==> config.mk <==
export PLATFORM = sky130hd
export DESIGN_NAME = fwd_ctrl_unit
export DESIGN_NICKNAME = d
export VERILOG_FILES = /design/src/rtl/fwd_ctrl_unit.sv
export SDC_FILE = /design/constraint.sdc
export NUM_CORES = 1
export LEC_CHECK = 0
export CAP_MARGIN = 20
export CELL_PAD_IN_SITES_DETAIL_PLACEMENT = 1
export CELL_PAD_IN_SITES_GLOBAL_PLACEMENT = 1
export CORE_MARGIN = 2
export CORE_UTILIZATION = 37
export CTS_BUF_LIST = sky130_fd_sc_hd__clkbuf_8
export CTS_CLUSTER_SIZE = 30
export DETAILED_ROUTE_END_ITERATION = 6
export GPL_ROUTABILITY_DRIVEN = 0
export PLACE_DENSITY = 0.91
export SETUP_SLACK_MARGIN = 0.02
export SYNTH_ARGS = -nofsm -noshare
export SYNTH_HDL_FRONTEND = slang
export SYNTH_SLANG_ARGS = --single-unit
==> constraint.sdc <==
create_clock -name clk -period 3 [get_ports clk]
set_input_delay 0.6 -clock clk [delete_from_list [all_inputs] [get_ports clk]]
set_output_delay 0.6 -clock clk [all_outputs]
set_load 0.05 [all_outputs]
==> src/rtl/fwd_ctrl_unit.sv <==
// EX-stage operand forwarding select and load-use stall generation for the 16-bit pipeline.
// Optional macro FWD_STATS_EN adds saturating forwarding/stall event counters.
module fwd_ctrl_unit #(
    parameter int REG_AW = 4,
    parameter int SEL_W  = 2
) (
    input  logic              clk,
    input  logic              rst,
    input  logic              id_valid,
    input  logic [REG_AW-1:0] id_rs1,
    input  logic [REG_AW-1:0] id_rs2,
    input  logic              id_use_rs1,
    input  logic              id_use_rs2,
    input  logic [REG_AW-1:0] id_rd,
    input  logic              id_regwrite,
    input  logic              id_memread,
    input  logic              flush,
    output logic [SEL_W-1:0]  ALUSrcA,
    output logic [SEL_W-1:0]  ALUSrcB,
    output logic              stall
`ifdef FWD_STATS_EN
    ,
    output logic [15:0]       fwd_mem_cnt,
    output logic [15:0]       fwd_wb_cnt,
    output logic [15:0]       stall_cnt
`endif
);

    localparam logic [SEL_W-1:0] SEL_RF    = SEL_W'(0);
    localparam logic [SEL_W-1:0] SEL_EXMEM = SEL_W'(1);
    localparam logic [SEL_W-1:0] SEL_MEMWB = SEL_W'(2);

    // The WB tag is not stored: the register file writes before it is read,
    // so a producer three slots back never needs forwarding.
    logic              ex_valid_q, ex_rw_q, ex_ld_q;
    logic [REG_AW-1:0] ex_rd_q;
    logic              mem_valid_q, mem_rw_q;
    logic [REG_AW-1:0] mem_rd_q;
    logic [SEL_W-1:0]  sel_a_q, sel_b_q;
    logic [SEL_W-1:0]  sel_a_d, sel_b_d;
    logic              haz_a, haz_b, issue;

    function automatic logic [SEL_W-1:0] fwd_sel(input logic use_rs, input logic [REG_AW-1:0] rs);
        logic [SEL_W-1:0] sel;
        sel = SEL_RF;
        if (use_rs && rs != '0) begin
            if (ex_valid_q && ex_rw_q && ex_rd_q == rs)
                sel = SEL_EXMEM;
            else if (mem_valid_q && mem_rw_q && mem_rd_q == rs)
                sel = SEL_MEMWB;
        end
        return sel;
    endfunction

    always_comb begin
        haz_a   = id_use_rs1 && id_rs1 != '0 && id_rs1 == ex_rd_q;
        haz_b   = id_use_rs2 && id_rs2 != '0 && id_rs2 == ex_rd_q;
        stall   = !rst && id_valid && !flush && ex_valid_q && ex_ld_q && ex_rw_q
                  && (haz_a || haz_b);
        issue   = id_valid && !flush && !stall;
        sel_a_d = issue ? fwd_sel(id_use_rs1, id_rs1) : SEL_RF;
        sel_b_d = issue ? fwd_sel(id_use_rs2, id_rs2) : SEL_RF;
    end

    always_ff @(posedge clk) begin
        if (rst) begin
            ex_valid_q  <= 1'b0;
            ex_rw_q     <= 1'b0;
            ex_ld_q     <= 1'b0;
            ex_rd_q     <= '0;
            mem_valid_q <= 1'b0;
            mem_rw_q    <= 1'b0;
            mem_rd_q    <= '0;
            sel_a_q     <= SEL_RF;
            sel_b_q     <= SEL_RF;
        end else begin
            ex_valid_q  <= issue;
            ex_rw_q     <= issue && id_regwrite;
            ex_ld_q     <= issue && id_memread;
            ex_rd_q     <= issue ? id_rd : '0;
            mem_valid_q <= ex_valid_q;
            mem_rw_q    <= ex_rw_q;
            mem_rd_q    <= ex_rd_q;
            sel_a_q     <= sel_a_d;
            sel_b_q     <= sel_b_d;
        end
    end

    assign ALUSrcA = sel_a_q;
    assign ALUSrcB = sel_b_q;

`ifdef FWD_STATS_EN
    logic [15:0] fwd_mem_cnt_q, fwd_wb_cnt_q, stall_cnt_q;

    always_ff @(posedge clk) begin
        if (rst) begin
            fwd_mem_cnt_q <= '0;
            fwd_wb_cnt_q  <= '0;
            stall_cnt_q   <= '0;
        end else begin
            if ((sel_a_d == SEL_EXMEM || sel_b_d == SEL_EXMEM) && fwd_mem_cnt_q != 16'hFFFF)
                fwd_mem_cnt_q <= fwd_mem_cnt_q + 16'd1;
            if ((sel_a_d == SEL_MEMWB || sel_b_d == SEL_MEMWB) && fwd_wb_cnt_q != 16'hFFFF)
                fwd_wb_cnt_q <= fwd_wb_cnt_q + 16'd1;
            if (stall && stall_cnt_q != 16'hFFFF)
                stall_cnt_q <= stall_cnt_q + 16'd1;
        end
    end

    assign fwd_mem_cnt = fwd_mem_cnt_q;
    assign fwd_wb_cnt  = fwd_wb_cnt_q;
    assign stall_cnt   = stall_cnt_q;
`endif

endmodule

After elaboration in Yosys (flattened, before gate mapping)
Cells that the tools add are included.

Eq/ne operators: 6. Mux-type cells: 4. Bitwise gates (word level): 3. Reductions and logical operators: 31.

Operator list (number): 4-bit == test (6); 1-bit logical AND (20); 4-bit nonzero test (2); 4-bit OR reduction (2); 3-bit OR reduction (2); 2-bit two-way mux (2); 1-bit logical NOT (3); 1-bit NOT (3); 1-bit two-way mux (2); 2-bit OR reduction (1); 1-bit logical OR (1).

Register bits: 17. Bits of input ports: 20. Output and inout bits: 5.

Logic depth before layout (Yosys ltp)
Depth in word-level cells: 11. Depth in mapped cells: 4. Mapped depth without buffers: 4.

Worst setup path after synthesis
No wires, ideal clock.

Kind: input -> output. Start point: input rst. End point: output stall. Data arrival time: 2060 ps. Required time: 2400 ps. Slack: 340 ps. Stages: 3. Cell sequence: or3b_4 or2_1 a21oi_1.

Word-level cells in the longest chain between the ends: 7.

Ends and longest elaborated chain: from (decl) (RTL line 8) `input logic rst,`; 1-bit logical NOT (RTL line 58) `stall = !rst && id_valid && !flush && ex_valid_q && ex_ld_q && ex_rw_q`; 1-bit logical AND (5 in series) (RTL line 58); 1-bit logical AND (RTL line 59) `&& (haz_a || haz_b);`; to (decl) (RTL line 20) `output logic stall`.

Every way passes these cells.

Worst setup path in the final report
Start point: input id_rs2[1]. End point: output stall.

Word-level cells in the longest chain between the ends: 5. Elaborated cells on any way between the ends: 6.

Ends and longest elaborated chain: from (decl) (RTL line 11) `input logic [REG_AW-1:0] id_rs2,`; 4-bit nonzero test (RTL line 57) `haz_b = id_use_rs2 && id_rs2 != '0 && id_rs2 == ex_rd_q;`; 1-bit logical AND (RTL line 57); 1-bit logical AND (*) (RTL line 57); 1-bit logical OR (*) (RTL line 59); 1-bit logical AND (*) (RTL line 59).

Mark *: on every way between the ends. The rest lies on a longest branch, timed or not.

==> run metrics <==
Setup crit end kind=output pin; DRT iter0 DRCs=1; Clock Latency Late Sink=240 ps; Yosys warning count=0; clock tree root buffer cell=clkbuf_8; data arrival time of the worst path=2220 ps; LEAKAGE=0.445 nW; Worst Hold Class=register to register; Synth area leader=dfxtp_1; global route overflow=0; most numerous cell in the Yosys netlist=dfxtp_1; CTS Buf Count=3; Final ANT Viol Nets=0; Reg2Reg Capture Point=ex_rd_q[3]$_SDFF_PP0_; total power=0.000465 W; Worst VDD drop=271 uV; Site Rows=16; fin crit period=2820 ps; Slew @ Worst Pin=497 ps; outcome=finished, final reports clean; Worst setup endpoint=stall; Main synth FF type=dfxtp_1; Initial Utilization=39.4%; CP delay by family, top=buffers and inverters; Die X=49.9 um; chip height=49.9 um; post-CTS sizing=0; full die area=2490 um2; Async SR Flop Fraction=0%; Worst path max stage delay=560 ps; GRT Util Overall=19.2%; DP Cell Count=136; Final Core Density=58.3%; clock buffer depth=2; Slew HR=66.7%; crit path max fanout=3; # IOs=25; first-pass GRT wire length=3.56 mm; share of layout cells above drive strength 1=17.7%; wire per inst=15.1 um; Startpoint Class=primary input; sequential share of the synthesized area=43.6%; Fill cells=217; Area contributors post-synth=dfxtp_1, xnor2_1, xor2_1, and2b_2, nor2_1; Yosys reg bits=17; worst reg2reg path depth=5; Min Hold Slack=470 ps; fmax=354 MHz; post-synth top area share=43.6%; RSZ-0062 raised after global routing=false; initial antenna violation count=0; Finished Layout Cells=140; Levels on crit path=6; setup_tns=0 ps; Worst Hold Depth=1; htree depth=1; PortBufs=24; Final Hold Viols=0; postcts setup bufs=0; largest net degree at the start of global routing=10; clock slew at reported path FFs=70 ps; hold_buf cts=0; syn avg cell area=9.88 um2; Cell Area, Synth=781 um2; WS Path Type=primary input to output pin; period utilization=94.1%; Critical Path RT=2400 ps; DRC Markers=0; power per cell area=402 nW/um2; Reg-to-Reg Start=ex_rd_q[0]$_SDFF_PP0_; antenna cells=0; Setup Viol. Count Final=0; Syn Inst Count=79; TritonCTS clock tree=built; DR pass1 iterations=3; Unique masters post-synth=22; Synthesized Nets=99; P&R area growth vs syn=47.9%; DRT Wirelength=2.12 mm; area of the core=1980 um2; Post-synth EDFFs=0; reg2reg setup slack=1520 ps; cell with the largest stage delay on the worst path=clkdlybuf4s50_1; CP startpoint=id_rs2[1]; max_cap viols=0; clk_skew=3.84 ps; hpwl dp=1.71 mm; Vias=696; synth cell count leaders=dfxtp_1, nor2_1, xnor2_1, xor2_1, nand2_1; nets@finish=134; CP bufs+invs=2; clk sinks=17; cell breakdown of the critical path=clkdlybuf4s50_1, xnor2_1, nand4_1, or2_2, a21oi_1, buf_12; drt via density=4.97; vias in the first global route=783; Slew Viols, Final=0
-- per-stage QoR --
stage,area (um2),setup slack [ps]
after floorplan,781,340
after global placement,1110,257
after detailed placement,1110,216
after CTS,1150,182
after global routing,1150,125
final,1150,176
-- final cells by class --
| type | instances | area [um2] | area share (%) |
|---|---|---|---|
| Multi-Input combinational cell | 61 | 437 | 37.8 |
| Sequential cell | 17 | 340 | 29.5 |
| Timing Repair Buffer | 30 | 295 | 25.6 |
| Clock buffer | 3 | 41.3 | 3.58 |
| Tap cell | 27 | 33.8 | 2.93 |
| Clock inverter | 1 | 3.75 | 0.325 |
| Inverter | 1 | 3.75 | 0.325 |
-- layer usage --
metal,up-vias,GRT usage (%),part of all wire (%)
met4,0,9.26,3.1
met1,320,20.5,40
met2,25,35.6,52
met5,-,0,0
met3,6,3.64,4.6
li1,345,-,-
-- cells by family after synthesis --
logic type	share of synthesized area, %
AND/OR/NAND/NOR	25.8
flip-flops	43.6
XOR/XNOR	17.9
AO/OA/AOI/OAI	12.2
buffers and inverters	0.480
-- report_power, final --
part           internal (W)   total, W  switching [W]
logic             0.0000415  0.0000680      0.0000265
registers          0.000230   0.000234     0.00000376
clock network     0.0000905   0.000163      0.0000725
-- state kept, by name, summed over array words and instances (netlist names) --
name         cells
ALUSrcB          2
mem_rw_q         1
mem_valid_q      1
ex_valid_q       1
ex_rd_q          4
ALUSrcA          2
ex_rw_q          1
ex_ld_q          1
mem_rd_q         4
-- worst min path at each step --
stage                       startpoint                    end  slack, ps
finish              ex_ld_q$_SDFF_PP0_  ALUSrcA[0]$_SDFF_PP0_        470
global route        ex_ld_q$_SDFF_PP0_  ALUSrcA[0]$_SDFF_PP0_        490
CTS                 ex_ld_q$_SDFF_PP0_  ALUSrcA[0]$_SDFF_PP0_        470
detailed placement  ex_ld_q$_SDFF_PP0_  ALUSrcA[0]$_SDFF_PP0_        450
global placement    ex_ld_q$_SDFF_PP0_  ALUSrcA[0]$_SDFF_PP0_        450
floorplan           ex_ld_q$_SDFF_PP0_  ALUSrcA[0]$_SDFF_PP0_        420
-- cell usage in the layout, fill, tap and decap left out, drive strengths merged --
cell and n:
and3 1, a21oi 3, o2111ai 2, nand3 1, dfxtp 17, nor2 8
o41a 1, inv 2, nand2 7, clkbuf 3, nand4 2, buf 7
nor3b 1, xnor2 8, o41ai 2, clkdlybuf4s50 23, or3 1, or2 3
o22ai 1, and2b 6, xor2 8, nor4 4, o32ai 1, or3b 1
-- worst register-to-register path: stages (launching register included) --
cell and delay (ps):
dfxtp_1 410, xnor2_1 140, nand4_1 150, buf_4 180, o32ai_4 390, nor2_1 90
Note: power is estimated with default switching activity, not from simulation.
